### src/rtl/counter_pkg.sv
// Shared constants and helpers for the loadable up-counter.
// Holds the default width and the all-ones maximum count helper.
package counter_pkg;

  localparam int DEFAULT_WIDTH = 8;

  // Largest value a w-bit counter holds (2^w - 1), valid for w in 1..32.
  function automatic logic [31:0] max_count(input int unsigned w);
    return 32'hFFFF_FFFF >> (32 - w);
  endfunction

endpackage

### src/rtl/counter.sv
// Loadable up-counter with a registered one-cycle wrap flag.
// Define COUNTER_ASSERT_EN to compile in concurrent protocol checks.
module counter
  import counter_pkg::*;
#(
  parameter int WIDTH = DEFAULT_WIDTH
) (
  input  logic             clk,
  input  logic             rst_n,
  input  logic             enable,
  input  logic             load,
  input  logic [WIDTH-1:0] load_value,
  output logic [WIDTH-1:0] count,
  output logic             overflow
);

  localparam logic [WIDTH-1:0] MAX_CNT = WIDTH'(max_count(WIDTH));

  logic [WIDTH-1:0] r_count;
  logic             r_overflow;
  logic             w_at_max;

  // Wrap happens only when an increment leaves the all-ones value.
  always_comb w_at_max = (r_count == MAX_CNT);

  // Count register: load beats increment beats hold; flag marks wraps.
  always_ff @(posedge clk or negedge rst_n) begin
    if (!rst_n) begin
      r_count    <= '0;
      r_overflow <= 1'b0;
    end else if (load) begin
      r_count    <= load_value;
      r_overflow <= 1'b0;
    end else if (enable) begin
      r_count    <= r_count + 1'b1;
      r_overflow <= w_at_max;
    end else begin
      r_overflow <= 1'b0;
    end
  end

  assign count    = r_count;
  assign overflow = r_overflow;

`ifdef COUNTER_ASSERT_EN
  a_load : assert property (
    @(posedge clk) disable iff (!rst_n)
    load |=> (count == $past(load_value))
  );

  a_incr : assert property (
    @(posedge clk) disable iff (!rst_n)
    (!load && enable) |=>
      (count == WIDTH'($past(count) + 1'b1))
  );

  a_hold : assert property (
    @(posedge clk) disable iff (!rst_n)
    (!load && !enable) |=> (count == $past(count))
  );

  a_ovf_pulse : assert property (
    @(posedge clk) disable iff (!rst_n)
    overflow |=> !overflow
  );

  a_no_x : assert property (
    @(posedge clk) disable iff (!rst_n)
    !$isunknown({count, overflow})
  );
`endif

endmodule

### config.mk
export PLATFORM = sky130hd
export DESIGN_NAME = counter
export DESIGN_NICKNAME = d
export VERILOG_FILES = /design/src/rtl/counter_pkg.sv /design/src/rtl/counter.sv
export SDC_FILE = /design/constraint.sdc
export NUM_CORES = 1
export LEC_CHECK = 0
export ABC_AREA = 1
export BUFFER_PORTS_ARGS = -buffer_cell sky130_fd_sc_hd__buf_2
export CORE_AREA = 2 2 39 41
export DETAILED_ROUTE_END_ITERATION = 10
export DIE_AREA = 0 0 41 43
export PLACE_DENSITY = 0.68
export SKIP_CTS_REPAIR_TIMING = 1
export SLEW_MARGIN = 15
export SYNTH_ARGS = -nofsm -noshare
export SYNTH_HDL_FRONTEND = slang
export SYNTH_SLANG_ARGS = --single-unit
### constraint.sdc
create_clock -name clk -period 2.6 [get_ports clk]
set_input_delay 0.39 -clock clk [delete_from_list [all_inputs] [get_ports clk]]
set_output_delay 0.39 -clock clk [all_outputs]
set_load 0.01 [all_outputs]
==> results of run 1 <==
==> synthesized netlist by cell type <==
library cell	instances	area [µm²]
nand3b_1	1	7.51
nor2_1	5	18.8
o211ai_1	1	7.51
nand3_1	9	45.0
inv_1	4	15.0
o21bai_1	3	22.5
a21oi_1	1	5.00
a22oi_1	5	37.5
nand3_2	1	10.0
ha_1	1	12.5
inv_2	2	7.51
dfrtp_1	9	225
buf_6	1	11.3
xor2_1	1	8.76
nand2_1	19	71.3
nor2_4	2	22.5
nand2_2	1	6.26
==> per-stage QoR <==
stage | total power, mW | std cells | hold slack, ps | utilization (%) | worst slack (ps)
6_report | 0.372 | 106 | 341 | 49.1 | 1320
2_1_floorplan | 0.225 | 66 | 94.4 | - | 1480
5_1_grt | 0.397 | 106 | 375 | 49.1 | 1220
3_3_place_gp | 0.259 | 101 | 260 | 46.5 | 1400
4_1_cts | 0.371 | 105 | -23.5 | 48.4 | 1310
3_5_place_dp | 0.260 | 101 | 259 | 46.5 | 1420
==> layout make-up <==
| cell class | instances | area, µm² |
|---|---|---|
| clock buffer | 4 | 26.3 |
| fill | 139 | 704 |
| inverter | 6 | 22.5 |
| multi-input combinational | 50 | 275 |
| sequential | 9 | 225 |
| tap | 16 | 20.0 |
| timing repair buffer | 21 | 110 |
==> power groups by stage <==
| stage | Sequential (mW) | Combinational [mW] | Clock (mW) |
|---|---|---|---|
| finish | 0.173 | 0.0848 | 0.114 |
| global placement | 0.176 | 0.0838 | 0 |
| CTS | 0.173 | 0.0848 | 0.113 |
| detailed placement | 0.176 | 0.0845 | 0 |
| global route | 0.176 | 0.0967 | 0.124 |
| floorplan | 0.179 | 0.0456 | 0 |
==> flip-flops by register name, summed over array words and instances (netlist names) <==
| signal | flops |
|---|---|
| count | 8 |
| overflow | 1 |
==> worst max-delay path by stage <==
stage,from,end,slack (ps),cells after the start
4_1_cts,count[2],count[2],1310,1
3_5_place_dp,count[0],count[6],1420,6
6_report,count[2],count[2],1320,1
2_1_floorplan,count[0],count[6],1480,6
3_3_place_gp,count[0],count[6],1400,6
5_1_grt,count[0],count[6],1220,6
==> per-layer routing <==
layer | track usage, % | part of all wire [%]
met1 | 25.4 | 47
met3 | 4.71 | 4.3
met4 | 8.00 | 1.7
met2 | 24.1 | 47
met5 | 0 | 0
==> cells by family after synthesis <==
logic type / after synthesis / share of synthesized area (%)
AOI/OAI and AO/OA: 10 / 13.6
xor gates and xnor gates: 1 / 1.64
buffers and inverters: 7 / 6.32
DFF: 9 / 42.2
and+or+nand+nor: 38 / 34.0
adders and majority gates: 1 / 2.34
==> impl_metrics.json, run 1 <==
{
  "layout_commonest_cell": "buf_2",
  "htreeDepth": 1,
  "p_int_mw": 0.250,
  "critPathLaunchType": "flip-flop",
  "hold_end": "count[1]",
  "crit_family": "flip-flops",
  "cts_tree": "done",
  "synthToLayoutAreaGrowth_pct": 27.2,
  "insertedDiodeCount": 0,
  "seqPwrFrac_pct": 46.4,
  "whs_path_depth": 3,
  "cp_max_fo": 6,
  "syn_inst": 66,
  "setup_violations": 0,
  "antenna_found_initial": 0,
  "die_area_um2": 1760,
  "cp.arrival_ps": 890,
  "hold_start": "load_value[1]",
  "max-cap-violations": 0,
  "rows": 14,
  "clockBufferDepth": 2,
  "num_io_pins": 21,
  "syn_avg_cell_area_um2": 8.09,
  "path_class": "flip-flop to primary output",
  "fmax_mhz": 781,
  "p_leak_nw": 0.348,
  "io_buffers": 20,
  "tightest_slew_ps": 214,
  "die_y_um": 43,
  "initial_core_util_pct": 38.6,
  "synth_nets": 79,
  "r2r_start": "count[0]",
  "final_design_area_no_fill_um2": 679,
  "vdd_drop_max_mv": 0.186,
  "die_x_um": 41,
  "status": "completed",
  "worstHoldPathType": "primary input to flip-flop",
  "core_region_area_um2": 1380,
  "rsz0062_at_grt": "no",
  "routed_via_density": 5.07,
  "drc": 0,
  "fin_crit_sh_pct": 49.3,
  "ys_warn_count": 0,
  "grt_first_pass_wirelength_um": 2130,
  "cts_sinks": 9,
  "synth_area_um2": 534,
  "critPathMaxStageDelay_ps": 450,
  "grt_max_degree": 10,
  "cts_root_buf": "clkbuf_4",
  "cts.clk_slew.worst_paths_ps": 70,
  "final.setup.tns_ps": 0,
  "ys_ff_latch": 9,
  "layout.nets": 104,
  "relSlewSlack_pct": 85.7,
  "drive_gt1_share_pct": 32.2,
  "skew_ps": 2.31,
  "drt_iter0_markers": 17,
  "final_cell_mix": "buf_2, nand2_1, nand3_1, dfrtp_1",
  "grt_pass1_vias": 501,
  "postRouteAntennaNets": 0,
  "routedWlPerCell_um": 11.6,
  "sw_frac_of_total_pct": 32.7,
  "routed_wl_um": 1230,
  "critical_path_buf_inv_count": 1,
  "period_minus_slack_ps": 1280,
  "maxSlewViolCount": 0,
  "comb_power_share_pct": 22.8,
  "dp_hpwl_um": 929,
  "r2r_setup_slack_ps": 1400,
  "crit_path_cell_trace": "buf_2",
  "seq_area_frac_synth_pct": 42.2,
  "grt.overflow.total": 0,
  "first_pass_iters": 4,
  "synth_cell_types": 17,
  "pwr-share-clk_pct": 30.8,
  "placed_area_um2": 643,
  "r2r-end": "count[6]",
  "cts_made_buffers": 3,
  "power.density_nw_per_um2": 548,
  "slowest_stage": "dfrtp_1",
  "ff2ff_path_depth": 6,
  "critPathRequiredTime_ps": 2210,
  "grt_usage_pct": 17.7,
  "vias": 537,
  "end_kind": "primary output",
  "worstSkewPairLatency_ps": 260,
  "netSwitchingPower_mw": 0.122,
  "hold_viol": 0,
  "gp_congestion": 0.800
}
Power figures use the tool's default switching activity.
==> run 2, diff against run 1 <==
--- a/config.mk
+++ b/config.mk
@@ -5,12 +5,12 @@
 export SDC_FILE = /design/constraint.sdc
 export NUM_CORES = 1
 export LEC_CHECK = 0
-export ABC_AREA = 1
+export ABC_AREA = 0
 export BUFFER_PORTS_ARGS = -buffer_cell sky130_fd_sc_hd__buf_2
 export CORE_AREA = 2 2 39 41
 export DETAILED_ROUTE_END_ITERATION = 10
 export DIE_AREA = 0 0 41 43
-export PLACE_DENSITY = 0.68
+export PLACE_DENSITY = 0.66
 export SKIP_CTS_REPAIR_TIMING = 1
 export SLEW_MARGIN = 15
 export SYNTH_ARGS = -nofsm -noshare
==> constraint.sdc (replaced) <==
create_clock -name clk -period 1.04 [get_ports clk]
set_input_delay 0.156 -clock clk [delete_from_list [all_inputs] [get_ports clk]]
set_output_delay 0.156 -clock clk [all_outputs]
set_load 0.01 [all_outputs]
==> run 2 against run 1 <==
Compared with the run above: largest cell class is now non-clock buffers; core utilization increased by 9.2 points; total power rose to 2.7 times the previous value; count of clock-buffer cells in the layout unchanged; setup slack worse by 1500 ps; the run now ends with setup timing left; synthesized cell count shrank 21%; global-route usage fell by 0.51 points; final cell count shrank 0.94%; worst hold slack got worse by 230 ps; sequential power rose to 2.5 times the previous value.
==> impl_metrics.json, run 2 <==
{
  "max-cap-violations": 0,
  "grt.overflow.total": 0,
  "synth_top_cell_by_area": "dfrtp_1",
  "final_cell_mix": "buf_2, buf_4, nand2_1, buf_6, dfrtp_1",
  "layout.nets": 103,
  "num_io_pins": 21,
  "cp_max_fo": 5,
  "hold_viol": 0,
  "fillerInstances": 131,
  "insertedDiodeCount": 0,
  "synth_xor_area_share_pct": 7.24,
  "yosys-top-cells-count": "nand2_1, dfrtp_1, o21ai_0",
  "io_buffers": 20,
  "dp_slack_ps": -136,
  "die_y_um": 43,
  "routed_wl_um": 1290,
  "initial_core_util_pct": 35.0,
  "worstHoldPathType": "primary input to flip-flop",
  "whs_path_depth": 3,
  "ff2ff_path_depth": 4,
  "status": "finished, violations left",
  "ys_ff_latch": 9,
  "vdd_drop_max_mv": 0.766,
  "grt_max_degree": 10,
  "dp_hpwl_um": 972,
  "cts_root_buf": "clkbuf_4",
  "synth_top_area_share_pct": 46.5,
  "synthFlopType": "dfrtp_1",
  "synthSimpleGateAreaFrac_pct": 29.2,
  "cts_sinks": 9,
  "htreeDepth": 1,
  "grt_first_pass_wirelength_um": 1970,
  "cts_tree": "done",
  "skew_ps": 0.816,
  "path_class": "flip-flop to flip-flop",
  "die_area_um2": 1760,
  "violations": "setup timing",
  "hold_ws_ps": 108,
  "synth_area_leaders": "dfrtp_1, o21ai_0, nand2_1, xor2_1, nand3_1",
  "synthAdderAreaFrac_pct": 2.58,
  "drive_gt1_share_pct": 51.7,
  "synth_top_family_by_area": "simple AND/OR/NAND/NOR gates",
  "final_design_area_no_fill_um2": 807,
  "synth_cell_types": 15,
  "cts_made_buffers": 3,
  "grt_usage_pct": 17.2,
  "fin_crit_sh_pct": 114,
  "core_region_area_um2": 1380,
  "syn_inst": 52,
  "first_pass_iters": 4,
  "routedWlPerCell_um": 12.3,
  "routed_via_density": 4.97,
  "layoutNonFillerInstCount": 105,
  "rsz0062_at_grt": "yes",
  "die_x_um": 41,
  "end_kind": "flip-flop",
  "maxSlewViolCount": 0,
  "gp_congestion": 0.765,
  "synth_nets": 65,
  "final.setup.tns_ps": -747,
  "seq_area_frac_synth_pct": 46.5,
  "cp.arrival_ps": 1380,
  "synth_area_um2": 484,
  "postRouteAntennaNets": 0,
  "setup_violations": 11,
  "placed_cells": 99,
  "period_minus_slack_ps": 1180,
  "power.density_nw_per_um2": 1270,
  "rows": 14,
  "vias": 522,
  "synthMuxAreaShare_pct": 2.07,
  "timing.final.ws_setup_ps": -145,
  "synth_most_common_cell": "nand2_1",
  "p_leak_nw": 0.384,
  "critPathRequiredTime_ps": 1240,
  "largest_reg_flops": 8,
  "tightest_slew_ps": 220,
  "critPathLaunchType": "flip-flop",
  "relSlewSlack_pct": 85.3,
  "cts.clk_slew.worst_paths_ps": 70,
  "layout_commonest_cell": "buf_2",
  "grt_pass1_vias": 460,
  "synth_edf_count": 0,
  "ys_warn_count": 0,
  "drc": 0,
  "fmax_mhz": 844,
  "clockBufferDepth": 2,
  "crit_path_start": "count[1]",
  "r2r_start": "count[1]",
  "antenna_found_initial": 0,
  "synthToLayoutAreaGrowth_pct": 66.7,
  "placed_area_um2": 714,
  "drt_iter0_markers": 8,
  "worstSkewPairLatency_ps": 260,
  "synthArstFlopShare_pct": 100,
  "syn_avg_cell_area_um2": 9.31,
  "hold_start": "load_value[5]",
  "synth_compound_area_share_pct": 8.27
}
==> run 2: critical path, stage by stage (launching register included) <==
cell and delay, ps:
dfrtp_2 420, ha_4 160, nand2_4 50, or4_1 400, nand3_1 80
==> run 2: path summary, 6_finish.rpt <==
| kind | slack, ps | end |
|---|---|---|
| max | -140 | count[6] |
| min | 110 | count[5] |
| max reg2reg | -140 | count[6] |
| min reg2reg | 600 | count[7] |
| max in group asynchronous | 560 | count[2] |
| min in group asynchronous | 280 | count[3] |
==> run 2: layout make-up <==
cell class | instances | area [µm²] | area share (%)
Tap cell | 16 | 20.0 | 2.48
Timing Repair Buffer | 36 | 267 | 33.0
Multi-Input combinational cell | 40 | 264 | 32.7
Clock buffer | 4 | 26.3 | 3.26
Sequential cell | 9 | 230 | 28.5
==> run 2: report_power, final <==
part	switching (mW)	total, mW	internal (mW)
logic	0.127	0.307	0.180
clock network	0.129	0.277	0.148
registers	0.0488	0.437	0.388
==> run 2: per-stage QoR <==
| step | power [mW] | utilization, % |
|---|---|---|
| floorplan | 0.551 | - |
| global placement | 0.690 | 51.6 |
| detailed placement | 0.698 | 51.6 |
| CTS | 0.978 | 53.5 |
| global route | 1.09 | 58.3 |
| finish | 1.02 | 58.3 |
==> run 2: layer usage <==
layer,global-route usage (%),vias up,part of all wire [%]
met2,25.9,21,49
met5,0,-,0
met4,10.0,0,1.3
met1,20.8,238,44
met3,4.71,2,5.6
li1,-,261,-
==> run 2: logic make-up (layout without fill, tap and decap cells) <==
logic type               after synthesis  after routing
AND/OR/NAND/NOR                       26             26
flip-flops                             9              9
AO/OA/AOI/OAI                          8              8
XOR/XNOR                               4              4
buffers and inverters                  3             40
adder cells (fa/ha/maj)                1              1
multiplexers                           1              1
